File: config.mk
export PLATFORM = sky130hd
export DESIGN_NAME = fetch_stage
export DESIGN_NICKNAME = d
export VERILOG_FILES = /design/src/rtl/fetch_stage.sv
export SDC_FILE = /design/constraint.sdc
export NUM_CORES = 1
export LEC_CHECK = 0
export BUFFER_PORTS_ARGS = -buffer_cell sky130_fd_sc_hd__buf_2
export CAP_MARGIN = 20
export CORE_MARGIN = 1.5
export CORE_UTILIZATION = 45
export DETAILED_ROUTE_END_ITERATION = 10
export PLACE_DENSITY = 0.77
export SETUP_SLACK_MARGIN = 0.4
export SLEW_MARGIN = 0
export SYNTH_ARGS = -nofsm -noshare
export SYNTH_HDL_FRONTEND = slang
export SYNTH_SLANG_ARGS = --single-unit
File: constraint.sdc
create_clock -name clk -period 5.6 [get_ports clk]
set_input_delay 0.56 -clock clk [delete_from_list [all_inputs] [get_ports clk]]
set_output_delay 0.56 -clock clk [all_outputs]
set_load 0.02 [all_outputs]
File: src/rtl/fetch_stage.sv
// Instruction-fetch stage: owns the PC and the IF/ID pipeline register.
// Optional FETCH_STATS_EN adds saturating fetch/prediction/mispredict counters.
module fetch_stage #(
    parameter int unsigned              DATA_WIDTH   = 32,
    parameter logic [DATA_WIDTH-1:0]    RESET_VECTOR = 32'h0000_0000,
    parameter int unsigned              BOOT_CYCLES  = 2,
    parameter logic [DATA_WIDTH-1:0]    NOP_INSTR    = 32'h0000_0013
) (
    input  logic                  clk,
    input  logic                  rst,
    input  logic [DATA_WIDTH-1:0] InstrF,
    input  logic                  StallF,
    input  logic                  StallD,
    input  logic                  FlushD,
    input  logic [DATA_WIDTH-1:0] PCBPU,
    input  logic                  PCBPUSrc,
    input  logic                  flushBranch,
    input  logic [DATA_WIDTH-1:0] PCTargetE,
    input  logic                  PCSrcE,
`ifdef FETCH_STATS_EN
    output logic [31:0]           FetchCount,
    output logic [31:0]           PredCount,
    output logic [31:0]           MispredCount,
`endif
    output logic [DATA_WIDTH-1:0] PCF,
    output logic [DATA_WIDTH-1:0] RDF,
    output logic [DATA_WIDTH-1:0] InstrD,
    output logic [DATA_WIDTH-1:0] PCD,
    output logic [DATA_WIDTH-1:0] PCPlus4D,
    output logic                  ValidD,
    output logic                  PredTakenD
);

    typedef enum logic {StBoot, StRun} state_e;

    localparam logic [3:0]            BOOT_LAST  = 4'(BOOT_CYCLES - 1);
    localparam logic [DATA_WIDTH-1:0] ALIGN_MASK = ~DATA_WIDTH'(3);
    localparam logic [DATA_WIDTH-1:0] PC_STEP    = DATA_WIDTH'(4);

    state_e                state_q;
    logic [3:0]            boot_cnt_q;
    logic                  run;
    logic                  squash;
    logic                  load_valid;
    logic [DATA_WIDTH-1:0] pc_plus4;
    logic [DATA_WIDTH-1:0] pc_next;

    assign run        = (state_q == StRun);
    assign squash     = flushBranch | PCSrcE | FlushD;
    assign load_valid = run & ~squash & ~StallD;
    assign pc_plus4   = PCF + PC_STEP;
    assign RDF        = run ? InstrF : NOP_INSTR;

    // Redirects outrank StallF; a predicted target only applies when not stalled.
    always_comb begin
        pc_next = PCF;
        if (!run) begin
            pc_next = RESET_VECTOR;
        end else if (flushBranch) begin
            pc_next = PCBPU & ALIGN_MASK;
        end else if (PCSrcE) begin
            pc_next = PCTargetE & ALIGN_MASK;
        end else if (StallF) begin
            pc_next = PCF;
        end else if (PCBPUSrc) begin
            pc_next = PCBPU & ALIGN_MASK;
        end else begin
            pc_next = pc_plus4;
        end
    end

    always_ff @(posedge clk or posedge rst) begin
        if (rst) begin
            state_q    <= StBoot;
            boot_cnt_q <= '0;
            PCF        <= RESET_VECTOR;
            InstrD     <= NOP_INSTR;
            PCD        <= '0;
            PCPlus4D   <= '0;
            ValidD     <= 1'b0;
            PredTakenD <= 1'b0;
        end else begin
            if (state_q == StBoot) begin
                boot_cnt_q <= boot_cnt_q + 4'd1;
                if (boot_cnt_q == BOOT_LAST) begin
                    state_q <= StRun;
                end
            end
            PCF <= pc_next;
            // Bubble during boot and on any flush; flush beats StallD.
            if (!run || squash) begin
                InstrD     <= NOP_INSTR;
                PCD        <= '0;
                PCPlus4D   <= '0;
                ValidD     <= 1'b0;
                PredTakenD <= 1'b0;
            end else if (!StallD) begin
                InstrD     <= InstrF;
                PCD        <= PCF;
                PCPlus4D   <= pc_plus4;
                ValidD     <= 1'b1;
                PredTakenD <= PCBPUSrc;
            end
        end
    end

`ifdef FETCH_STATS_EN
    always_ff @(posedge clk or posedge rst) begin
        if (rst) begin
            FetchCount   <= '0;
            PredCount    <= '0;
            MispredCount <= '0;
        end else begin
            if (load_valid && FetchCount != '1) begin
                FetchCount <= FetchCount + 32'd1;
            end
            if (load_valid && PCBPUSrc && PredCount != '1) begin
                PredCount <= PredCount + 32'd1;
            end
            if (run && flushBranch && MispredCount != '1) begin
                MispredCount <= MispredCount + 32'd1;
            end
        end
    end
`else
    logic unused_load_valid;
    assign unused_load_valid = load_valid;
`endif

endmodule

* Word-level counts from Yosys, hierarchy flattened
Cells that the tools add are included.
** Word-level totals
- Output and inout port bits :: 162
- Bits of input ports :: 104
- Register bits after elaboration :: 135
** Operators by class
- Muxes and demuxes :: 18
- $add $sub $neg :: 2
- Bitwise logic cells :: 2
- Reductions and logical operators :: 2
- Equal/unequal tests :: 3
** Operators with widths (count)
- $mux 32 :: 12
- $add 32x3->32 const B :: 1
- $mux 1 :: 6
- $add 4x1->4 const B :: 1
- $eq 4x1->1 const B :: 1
- $ne 4x4->1 const B :: 1
- $ne 2x1->1 const B :: 1
- $or 1x1->1 :: 2
- $logic_not 1->1 :: 1
- $logic_or 1x1->1 :: 1

* Longest topological paths before layout
Gate-level depths: netlist of the first run.
- Depth after elaboration :: 6
- Mapped depth :: 8

* Worst setup path after synthesis of the first run
No wires, ideal clock.
- Path kind :: register to register
- Start point :: register PCF[2]
- End point :: register PCF[18]
- Buffers on the path :: 1
- Path slack :: 3.636 ns
- Data required time :: 5.479 ns
- Cell stages (with the launch flop) :: 9
- Arrival time :: 1.843 ns
- Clock period less this slack :: 1.964 ns
- Cells stage by stage :: dfrtp_1 -> ha_1 -> and3_2 -> and4_1 -> buf_4 -> and2_4 -> nand4_2 -> a21o_1 -> a22o_1
** Between the ends
- Longest elaborated chain between the ends :: 6
** Ends and longest elaborated chain
- start: declaration :: RTL line 25 : output logic [DATA_WIDTH-1:0] PCF,
- start signal: assignment :: RTL line 89 : PCF <= pc_next;
- $add 32x3->32 :: RTL line 51 : assign pc_plus4 = PCF + PC_STEP;
- $mux 32 :: RTL line 65 : end else if (PCBPUSrc) begin
- $mux 32 :: RTL line 63 : end else if (StallF) begin
- $mux 32 :: RTL line 61 : end else if (PCSrcE) begin
- $mux 32 :: RTL line 59 : end else if (flushBranch) begin
- $mux 32 :: RTL line 57 : if (!run) begin
Every way passes these cells. The select of a mux whose other input is x is not followed.
A chain may end at the register's enable or synchronous reset.

* Worst setup path after layout of the first run
- Start point :: input flushBranch
- End point :: register InstrD[31]
** Between the ends
- Longest elaborated chain between the ends :: 4
- Elaborated cells between the ends (all ways) :: 5
- Classes of those cells :: eq/ne: 1; mux: 1; bitwise: 2; reduce/logical: 1
** Ends and longest elaborated chain
- start: declaration :: RTL line 17 : input logic flushBranch,
- $or 1x1->1 (*) (2 in a row) :: RTL line 49 : assign squash = flushBranch | PCSrcE | FlushD;
- $logic_or 1x1->1 (*) :: RTL line 91 : if (!run || squash) begin
- $ne 2x1->1 (no source line) / $mux 32 (equally long branches)
- end signal: assignment :: RTL line 98 : InstrD <= InstrF;
- end: declaration :: RTL line 27 : output logic [DATA_WIDTH-1:0] InstrD,
Mark *: on every way between the ends. The rest lies on a longest branch, timed or not.

==> impl_results.md, run 1 <==
* Post-synthesis sequential area ratio at about 47%
* Yosys warning total at 0
* Detailed placement HPWL at roughly 15,000 um
* Total negative slack at 0 ns
* Initial antenna violation count at 1
* Static Leak at ~4.6 nW
* Req. time, crit path at just under 6 ns
* Insertion delay to the later sink of the worst-skew pair at 0.42 ns
* Area Overhead vs Synth at 29.1%
* P_sw at 0.000755 W
* Count of unique library cells instantiated by Yosys at approximately 70
* CTS tree: built
* Post-synthesis mux area share at about 9.2%
* PD cells at just over 300 nW/um^2
* Setup-failing EPs final at 0
* Net Sw Frac at 27.4%
* RSZ-0062 raised after global routing: no
* Clock period minus worst slack at about 2.8 ns
* Clock skew at 0.00838 ns
* First-pass DRT Iterations at 5
* Synth top area share at 45.4%
* Fillers at 1,344
* Largest family of logic cells by synthesized area: simple AND/OR/NAND/NOR gates
* Cells along the critical path: buf_2 > inv_2 > nand2_1 > or3_2 > buf_4 > nor2_1
* Vias per inst at approximately 5.7
* CP Launch Type: input pin
* Core area at around 15,000 sq um
* Vias after detailed routing at between 6,000 and 7,000
* Routed len/inst at roughly 18 um
* CTS buffer count at 17
* Total gr overflow at 0
* Final WL at 21,000 um
* Fin cells at about 1,200
* Die W at 127 um
* Remaining DRCs at 0
* CP Class: input pin to flop
* Iteration-0 DRC Markers at around 470
* Buf/Inv on CP at 3
* Slew Limit Fails at 0
* Final Hold Viols at 0
* Post-CTS Setup Bufs at 0
* Crit end category: flop
* Worst path max stage delay at slightly above 0.8 ns
* IO Count at 266
* Flops & latches, synth at 129
* Max_slew headroom at 32.3%
* Adder-cell area share of the yosys netlist at less than 1%
* Tightest hold margin at approximately 0.17 ns
* Highest metal used: met4
* Site Rows at 45
* Pint at ~0.002 W
* Sequential share of power at a little under two fifths
* Status: complete, no violations
* Hold Path Class: input pin to async pin
* First-pass GRT wire length at about 33,000 um
* # hold bufs at CTS at 0
* Top FF cell, synth: dfrtp_1
* Commonest non-fill, non-tap cell in the layout: buf_2
* CP Max Fanout at 44
* Data arrival time of the critical path at 3.07 ns
* EDFF count, synth at 0
* Synth area leaders: dfrtp_1, mux2i_1, nor2_1
* Mapped Avg Cell Area at 9.49 sq um
* Compound-Gate Fraction of Synth Area at about 16%
* Measured slew at the worst slew-check pin at between 1 and 1.5 ns
* Antenna Violating Nets Remaining at 0
* Die ar. at roughly 16,000 sq um
* GRT Total Usage at between 20% and 30%
* WL met2 at 9930 um
* Mapped Area at 6950 sq um
* Worst R2R Setup Slack at 3.33 ns
* Asr flop ratio synth at 100%
* CTS Buffer Depth at 2
* Comb power frac at between 10% and 20%
* Max Freq at ~360 MHz
* Fin crit share at around half
* Root Driver: clkbuf_16
* Port Buffers at approximately 260
* Die Span Y at around 130 um
* Nets at ~1,100
* Post-Synth Simple-Gate Area at 18.7%
* Max VDD drop at 0.000221 V
* Number of global-route vias before repair at between 6,000 and 7,000
* Max-cap violations at 0
* Commonest non-fill, non-tap cells in the layout: buf_2, dfrtp_1, nor2_1
* CP top delay family: buffers and inverters
* Largest net degree at the start of global routing at slightly below 80
* Sink Count at 129
* XOR/XNOR share of the synthesized area at around 3.8%
* Clock share of power at 46.5%
* H-Tree Depth at 4
* Worst path slowest cell: or3_2
* Metal-1 WL at approximately 9000 um
* Clk slew on worst S/H paths at 0.06 ns
* Initial Utilization at 45.9%
* Post-Synthesis Cells at between 700 and 800
* Dominant cell type by area after synthesis: dfrtp_1
* Final estimated routing congestion in global placement at 0.846
* Met3 wire length at 1550 um
* CTS resizes at 0
* Placed insts at approximately 1,100
* Fraction of layout instances using a drive strength above 1 at between 30 and 40%
through the flow:
| stage | setup slack (ns) | cell area [sq um] | util, % | power [W] |
|---|---|---|---|---|
| detailed placement | 2.43 | 8230 | 54.3 | 0.00148 |
| CTS | 2.88 | 8910 | 58.8 | 0.00276 |
| finish | 2.82 | 8970 | 59.2 | 0.00275 |
| global placement | 2.49 | 8230 | 54.3 | 0.00148 |
| global route | 2.64 | 8970 | 59.2 | 0.00287 |
| floorplan | 1.60 | 6970 | - | 0.00133 |
state kept, by name (all words and copies together), names as in the netlist:
name        flops
InstrD         32
PCD            30
PCF            30
PCPlus4D       30
boot_cnt_q      4
PredTakenD      1
ValidD          1
run             1
synthesized netlist by cell type, drive strengths merged (2+ instances only):
library cell    n
dfstp           3
nand4           8
dfrtp         126
a21oi          40
xnor2          18
mux2i          64
and2           38
a221o           3
clkinv          2
nor2b           7
a21o            5
o22ai           4
clkbuf         39
nor3            9
o31a            2
nand3          10
o31ai          10
o2111ai         3
xor2           11
a211oi          2
a22o            7
buf            27
a2111oi         2
o211ai          3
nor2          116
and3            9
and4            7
ha              3
nor3b           2
o21ai          49
nand2b          8
o21a            2
inv             9
o311ai          3
o221ai         10
o21ba           2
a22oi           7
nand2          44
a221oi          5
a31oi           2
final timing paths:
| kind | from | endpoint | cells after the start |
|---|---|---|---|
| min in group clk | InstrF[0] | InstrD[0] | 3 |
| worst min-delay path | rst | InstrD[18] | 2 |
| worst max register to register | PCF[3] | PCF[24] | 7 |
| worst min register to register | ValidD | ValidD | 1 |
| worst max-delay path | flushBranch | InstrD[31] | 6 |
| max in group asynchronous | rst | PCD[24] | 4 |
power by group through the flow:
stage	Sequential (W)	Clock, W	Combinational (W)
after global placement	0.00106	0	0.000419
after floorplan	0.00108	0	0.000250
final	0.00104	0.00128	0.000430
after detailed placement	0.00106	0	0.000423
after CTS	0.00104	0.00129	0.000426
after global routing	0.00105	0.00135	0.000470
layer usage:
layer	vias up	global-route usage [%]
met3	37	7.37
li1	3009	-
met2	301	41.9
met4	0	10.7
met1	3195	34.8
met5	-	0
cells by family (layout without fill, tap and decap cells):
kind of cell / after synthesis / in the layout
adders and majority gates: 3 / 3
other: 1 / 7
and+or+nand+nor: 261 / 261
buffers and inverters: 77 / 308
DFF: 129 / 129
muxes: 64 / 64
AOI/OAI and AO/OA: 168 / 168
xor gates and xnor gates: 29 / 29
worst reg2reg max path: stages (launching register included):
cell      delay, ns
dfrtp_1        0.44
ha_1           0.27
and3_2         0.24
and4_1         0.43
nand4_1        0.27
nor2b_1        0.21
o21ai_0        0.14
o311ai_0       0.13
cell type report:
type / instances / area [sq um] / area share (%)
diodes: 1 / 2.50 / 0.0279
clock buffers: 19 / 453 / 5.05
clock inverters: 13 / 230 / 2.57
inverters: 11 / 46.3 / 0.516
multi-input cells: 531 / 3370 / 37.6
flip-flops and latches: 129 / 3230 / 36.0
well taps: 188 / 235 / 2.62
repair buffers: 265 / 1390 / 15.5
No activity file was read; power rests on OpenSTA's default activity.
==> run 2, diff against run 1 <==
==> constraint.sdc (replaced) <==
create_clock -name clk -period 2.8 [get_ports clk]
set_input_delay 0.28 -clock clk [delete_from_list [all_inputs] [get_ports clk]]
set_output_delay 0.28 -clock clk [all_outputs]
set_load 0.02 [all_outputs]
==> run 2 against run 1 <==
Compared with the run above:
- utilization is 0.11 points lower
- first-iteration DRC count is 10% lower
- critical path type is now flop to flop
- sequential cell count stayed put
- clock skew is 0.0015 ns lower
==> impl_results.md, run 2 (synthesis gave the netlist of run 1 again) <==
* CP Class: flop to flop
* Clock period minus worst slack at between 2 and 2.5 ns
* Data arrival time of the critical path at 2.45 ns
* Root Driver: clkbuf_16
* Clk slew on worst S/H paths at 0.06 ns
* Hold Path Class: input pin to async pin
* Max_slew headroom at approximately 35%
* Tightest hold margin at about 0.0048 ns
* Final estimated routing congestion in global placement at ~0.85
* Sequential share of power at about two fifths
* Setup-failing EPs final at 0
* Top reg by flops: InstrD
* Fraction of layout instances using a drive strength above 1 at between 30 and 40%
* CTS buffer count at 17
* Remaining DRCs at 0
* Max VDD drop at between 0.0004 and 0.0005 V
* Sink Count at 129
* First-pass GRT wire length at between 30,000 and 40,000 um
* H-Tree Depth at 4
* Detailed placement HPWL at between 15,000 and 20,000 um
* Largest net degree at the start of global routing at 56
* Sequential cell area at 3230 sq um
* Initial antenna violation count at 0
* Total gr overflow at 0
* Placed insts at 1,132
* Die W at around 130 um
* Initial Utilization at roughly 46%
* Clock share of power at 43.7%
* Multi-input gate area at ~3400 sq um
* Post-CTS Setup Bufs at 0
* Measured slew at the worst slew-check pin at 0.979 ns
* Area Overhead vs Synth at 28.9%
* Antenna Violating Nets Remaining at 0
* CTS tree: built
* Final WL at between 20,000 and 25,000 um
* Diodes inserted at 0
* Number of global-route vias before repair at about 6,200
* Max-cap violations at 0
* P_sw at ~0.0015 W
* Max reg flops at 32
* Pint at ~0.0037 W
* Final Hold Viols at 0
* GRT Total Usage at between 20% and 30%
* CP Max Fanout at 6
* Req. time, crit path at 3.07 ns
* CP Launch Type: flop
* Total negative slack at 0 ns
* Site Rows at 45
* IO Count at ~270
* Clock skew at 0.00691 ns
* Die Span Y at between 100 and 150 um
* Fin cells at around 1,200
* Max Freq at 458 MHz
* Vias after detailed routing at approximately 6,600
* Core area at 15,100 sq um
* Comb power frac at between 15 and 20%
* RSZ-0062 raised after global routing: no
* Iteration-0 DRC Markers at 424
* # hold bufs at CTS at 0
* Insertion delay to the later sink of the worst-skew pair at about 0.42 ns
* Static Leak at about 4.6 nW
* Vias per inst at ~5.7
* Crit end category: flop
* Routed len/inst at about 19 um
* Commonest non-fill, non-tap cell in the layout: buf_2
* Worst setup margin at between 0.6 and 0.7 ns
* Die ar. at 16,200 sq um
* Place WS at 0.634 ns
* First-pass DRT Iterations at 5
* Port Buffers at approximately 260
* CTS resizes at 0
* CTS Buffer Depth at 2
* Fin crit share at between 70 and 80%
* Fillers at between 1,000 and 1,500
* Slew Limit Fails at 0
* Nets at approximately 1,100
* Status: complete, no violations
* Commonest non-fill, non-tap cells in the layout: buf_2, dfrtp_1, nor2_1
* PD cells at between 500 and 600 nW/um^2
* Net Sw Frac at 29.1%
==> run 2: area by class of cell <==
cell class	count	area share, %
Timing Repair Buffer	273	16.2
Inverter	11	0.503
Tap cell	188	2.63
Clock inverter	13	1.79
Multi-Input combinational cell	531	37.7
Clock buffer	19	5.06
Sequential cell	129	36.1
==> run 2: worst paths after layout <==
check / startpoint / end / slack (ns) / cells past startpoint
setup / recovery: PCF[2] / PCF[24] / 0.62 / 7
hold / removal: rst / PCPlus4D[7] / 0.005 / 2
setup reg to reg: PCF[2] / PCF[24] / 0.62 / 7
max in group asynchronous: rst / PCD[14] / 2.03 / 3
hold reg to reg: ValidD / ValidD / 0.47 / 1
min in group clk: InstrF[4] / InstrD[4] / 0.09 / 3
==> run 2: metrics by stage <==
step	utilization, %	area [sq um]	total power [W]
2_1_floorplan	-	6970	0.00266
6_report	59.1	8950	0.00527
3_3_place_gp	55.1	8340	0.00297
4_1_cts	59.1	8950	0.00529
3_5_place_dp	55.1	8340	0.00299
5_1_grt	59.1	8950	0.00547
==> run 2: worst max-delay path, stage by stage (launching register included) <==
cell      delay (ns)
dfrtp_1         0.42
ha_1            0.27
and3_2          0.23
and4_1          0.39
nand4_1         0.25
nor2b_1         0.20
o21ai_0         0.13
o311ai_0        0.14
==> run 2: layer usage <==
metal / GRT usage [%] / vias to the layer above / wire [um]
met1: 34.8 / 3178 / 8950
li1: - / 3024 / -
met3: 5.57 / 49 / 1710
met2: 44.3 / 354 / 10300
met5: 0 / - / 0
met4: 10.8 / 0 / 572
==> run 2: power by group through the flow <==
| stage | clock, W | sequential, W | combinational, W |
|---|---|---|---|
| 2_1_floorplan | 0 | 0.00216 | 0.000500 |
| 3_3_place_gp | 0 | 0.00211 | 0.000864 |
| 3_5_place_dp | 0 | 0.00211 | 0.000872 |
| 4_1_cts | 0.00233 | 0.00208 | 0.000878 |
| 5_1_grt | 0.00241 | 0.00210 | 0.000957 |
| 6_report | 0.00230 | 0.00209 | 0.000880 |
==> run 3, diff against run 2 <==
--- a/config.mk
+++ b/config.mk
@@ -5,12 +5,13 @@
 export SDC_FILE = /design/constraint.sdc
 export NUM_CORES = 1
 export LEC_CHECK = 0
+export ABC_AREA = 1
 export BUFFER_PORTS_ARGS = -buffer_cell sky130_fd_sc_hd__buf_2
 export CAP_MARGIN = 20
 export CORE_MARGIN = 1.5
-export CORE_UTILIZATION = 45
+export CORE_UTILIZATION = 44
 export DETAILED_ROUTE_END_ITERATION = 10
-export PLACE_DENSITY = 0.77
+export PLACE_DENSITY = 0.79
 export SETUP_SLACK_MARGIN = 0.4
 export SLEW_MARGIN = 0
 export SYNTH_ARGS = -nofsm -noshare
==> constraint.sdc (replaced) <==
create_clock -name clk -period 2 [get_ports clk]
set_input_delay 0.2 -clock clk [delete_from_list [all_inputs] [get_ports clk]]
set_output_delay 0.2 -clock clk [all_outputs]
set_load 0.02 [all_outputs]
==> run 3 against run 2 <==
Compared with the run above:
- non-clock buffer count is 57 higher
- power is 34% higher
- clock-buffer cell count is 5 higher
- worst hold slack better by 0.014 ns
- clock skew hardly changed
- global-route usage is 0.93 points higher
- first-iteration DRC count is 55% higher
- combinational power is 59% higher
==> impl_results.md, run 3 <==
* Max reg flops at 32
* Fin crit share at roughly 91%
* Reg2Reg Depth at 12
* Compound-Gate Fraction of Synth Area at ~16%
* RR Endpoint: PCF[26]
* PD cells at 724 nW/um^2
* Routed len/inst at about 18 um
* Dominant cell type by area after synthesis: dfrtp_1
* Max Freq at 551 MHz
* H-Tree Depth at 4
* Site Rows at between 40 and 50
* IO Count at about 270
* Largest family of logic cells by synthesized area: simple AND/OR/NAND/NOR gates
* Sink Count at around 130
* Initial Utilization at 45.6%
* CTS buffer count at 17
* Place WS at about 0.15 ns
* Max-cap violations at 0
* Fraction of layout instances using a drive strength above 1 at between 30% and 40%
* Iteration-0 DRC Markers at about 660
* Post-Synth Simple-Gate Area at a little under a quarter
* Fillers at between 1,000 and 1,500
* Final Hold Viols at 0
* Top FF cell, synth: dfrtp_1
* Vias per inst at 5.38
* Worst setup margin at between 0.15 and 0.2 ns
* Mapped Avg Cell Area at 7.91 sq um
* Data arrival time of the critical path at ~2.1 ns
* Comb power frac at about a fifth
* CP Launch Type: flop
* Setup crit end: PCF[26]
* Status: complete, no violations
* Top reg by flops: InstrD
* Net Sw Frac at 29.9%
* Root Driver: clkbuf_16
* Worst Setup SP: PCF[3]
* Slew Limit Fails at 0
* Count of unique library cells instantiated by Yosys at 36
* CTS tree: built
* CP Class: flop to flop
* Req. time, crit path at around 2.3 ns
* Synth top area share at 47.1%
* Post-synthesis mux area share at 0%
* Hold Path Class: input pin to flop
* P_sw at between 0.002 and 0.0025 W
* Placed insts at around 1,300
* Commonest non-fill, non-tap cells in the layout: buf_2, nand2_1, dfrtp_1
* Clock share of power at about two fifths
* Largest net degree at the start of global routing at just over 60
* Count leader, synth: nand2_1
* Yosys warning total at 0
* Measured slew at the worst slew-check pin at 0.513 ns
* Final estimated routing congestion in global placement at 0.864
* Commonest non-fill, non-tap cell in the layout: buf_2
* Flops & latches, synth at approximately 130
* Total negative slack at 0 ns
* Total gr overflow at 0
* Port Buffers at 255
* RSZ-0062 raised after global routing: yes
* Insertion delay to the later sink of the worst-skew pair at around 0.42 ns
* Nets at roughly 1,300
* CP Max Fanout at 5
* Initial antenna violation count at 1
* Sequential share of power at between 40 and 50%
* Mapped Area at about 6700 sq um
* Vias after detailed routing at approximately 7,300
* Clock skew at about 0.0065 ns
* Asr flop ratio synth at between 90% and 100%
* Synth area leaders: dfrtp_1, nand2_1, inv_1
* Post-Synthesis Cells at about 850
* Die Span Y at roughly 130 um
* Area Overhead vs Synth at 45.3%
* Post-synthesis sequential area ratio at roughly half
* Static Leak at approximately 5.5 nW
* Clk slew on worst S/H paths at 0.05 ns
* Setup-failing EPs final at 0
* Remaining DRCs at 0
* Max VDD drop at 0.000589 V
* Fin cells at 1,354
* Detailed placement HPWL at between 15,000 and 20,000 um
* Commonest cells in the netlist: nand2_1, dfrtp_1, inv_1
* Die ar. at roughly 16,000 sq um
* Pint at between 0.004 and 0.005 W
* XOR/XNOR share of the synthesized area at approximately 2.2%
* CTS Buffer Depth at 2
* Max_slew headroom at between 60% and 70%
* Core area at roughly 15,000 sq um
* First-pass GRT wire length at around 34,000 um
* Adder-cell area share of the yosys netlist at less than 1%
* Antenna Violating Nets Remaining at 0
* Number of global-route vias before repair at around 6,500
* Worst r2r src: PCF[3]
* Die W at about 130 um
* Worst R2R Setup Slack at between 0.15 and 0.2 ns
* EDFF count, synth at 0
* Crit end category: flop
* Clock period minus worst slack at between 1.5 and 2 ns
* Final WL at around 24,000 um
* First-pass DRT Iterations at 5
* GRT Total Usage at 27.8%
[run 3: changes by cell type after synthesis, moves of 11 or more]
| cell | before | now |
|---|---|---|
| buf_2 | 9 | 20 |
| a22o_1 | 7 | 35 |
| inv_1 | 8 | 104 |
| xnor2_1 | 17 | 4 |
| o21ai_0 | 48 | 64 |
| clkbuf_1 | 38 | 11 |
| nand3_1 | 7 | 26 |
| o22ai_1 | 4 | 26 |
| nand2_1 | 43 | 249 |
| mux2i_1 | 64 | 0 |
| a21oi_1 | 40 | 17 |
| nor2_1 | 116 | 77 |
| and2_1 | 34 | 1 |
[run 3: power by group through the flow]
stage	registers, W	clock network, W	logic, W
3_5_place_dp	0.00291	0	0.00115
4_1_cts	0.00286	0.00281	0.00120
2_1_floorplan	0.00301	0	0.000565
3_3_place_gp	0.00290	0	0.00113
6_report	0.00287	0.00278	0.00140
5_1_grt	0.00288	0.00295	0.00152
[run 3: through the flow]
step           hold WS, ns  util, %  cell area [sq um]  total power, W
2_1_floorplan        0.308        -               6720         0.00358
3_3_place_gp         0.187     56.0               8230         0.00404
3_5_place_dp         0.185     56.0               8230         0.00405
4_1_cts            0.00548     60.6               8910         0.00687
5_1_grt             0.0118     66.2               9740         0.00734
6_report            0.0185     66.2               9740         0.00705
[run 3: logic make-up after synthesis]
group                    Yosys count
flip-flops                       129
AO/OA/AOI/OAI                    174
other                              1
AND/OR/NAND/NOR                  370
XOR/XNOR                          17
buffers and inverters            153
adder cells (fa/ha/maj)            3
[run 3: metal layers]
| layer | global-route usage (%) | share of wire (%) | vias up |
|---|---|---|---|
| met5 | 0 | 0 | - |
| met4 | 12.8 | 3.4 | 0 |
| met3 | 7.80 | 8.5 | 66 |
| met2 | 44.7 | 48 | 424 |
| met1 | 35.0 | 41 | 3447 |
| li1 | - | - | 3351 |
[run 3: worst max-delay path, cell delays in order (launching register included)]
cell and delay, ns:
dfrtp_1 0.38, ha_2 0.21, nand2_2 0.07, nor2_4 0.18, nand2_4 0.13, nor2_4 0.26
nand2_1 0.11, nand2_2 0.08, nand3_1 0.07, nand2_1 0.07, nand2_1 0.05, nand2_1 0.07
nand2_1 0.04
[run 3: worst min path at each step]
stage / start / to / depth (start not counted)
6_report: InstrF[3] / InstrD[3] / 2
5_1_grt: InstrF[18] / InstrD[18] / 2
4_1_cts: InstrF[31] / InstrD[31] / 2
3_5_place_dp: rst / ValidD / 2
3_3_place_gp: rst / ValidD / 2
2_1_floorplan: InstrF[0] / InstrD[0] / 2
[run 3: what timing repair did]
item,CTS,global route
endpoints found under the hold margin,9,0
endpoints found under the setup margin,69,96
gates cloned,0,10
gates resized for setup,26,124
setup buffers,7,33
pin swaps,7,46
hold buffers,2,0
[run 3: layout make-up]
cell class | instances | area (sq um) | share of cell area (%)
Timing Repair inverter | 1 | 8.76 | 0.0899
Timing Repair Buffer | 330 | 2150 | 22.1
Antenna cell | 1 | 2.50 | 0.0257
Tap cell | 184 | 230 | 2.36
Sequential cell | 129 | 3250 | 33.4
Clock inverter | 6 | 32.5 | 0.334
Multi-Input combinational cell | 570 | 3140 | 32.3
Inverter | 109 | 428 | 4.39
Clock buffer | 24 | 492 | 5.05
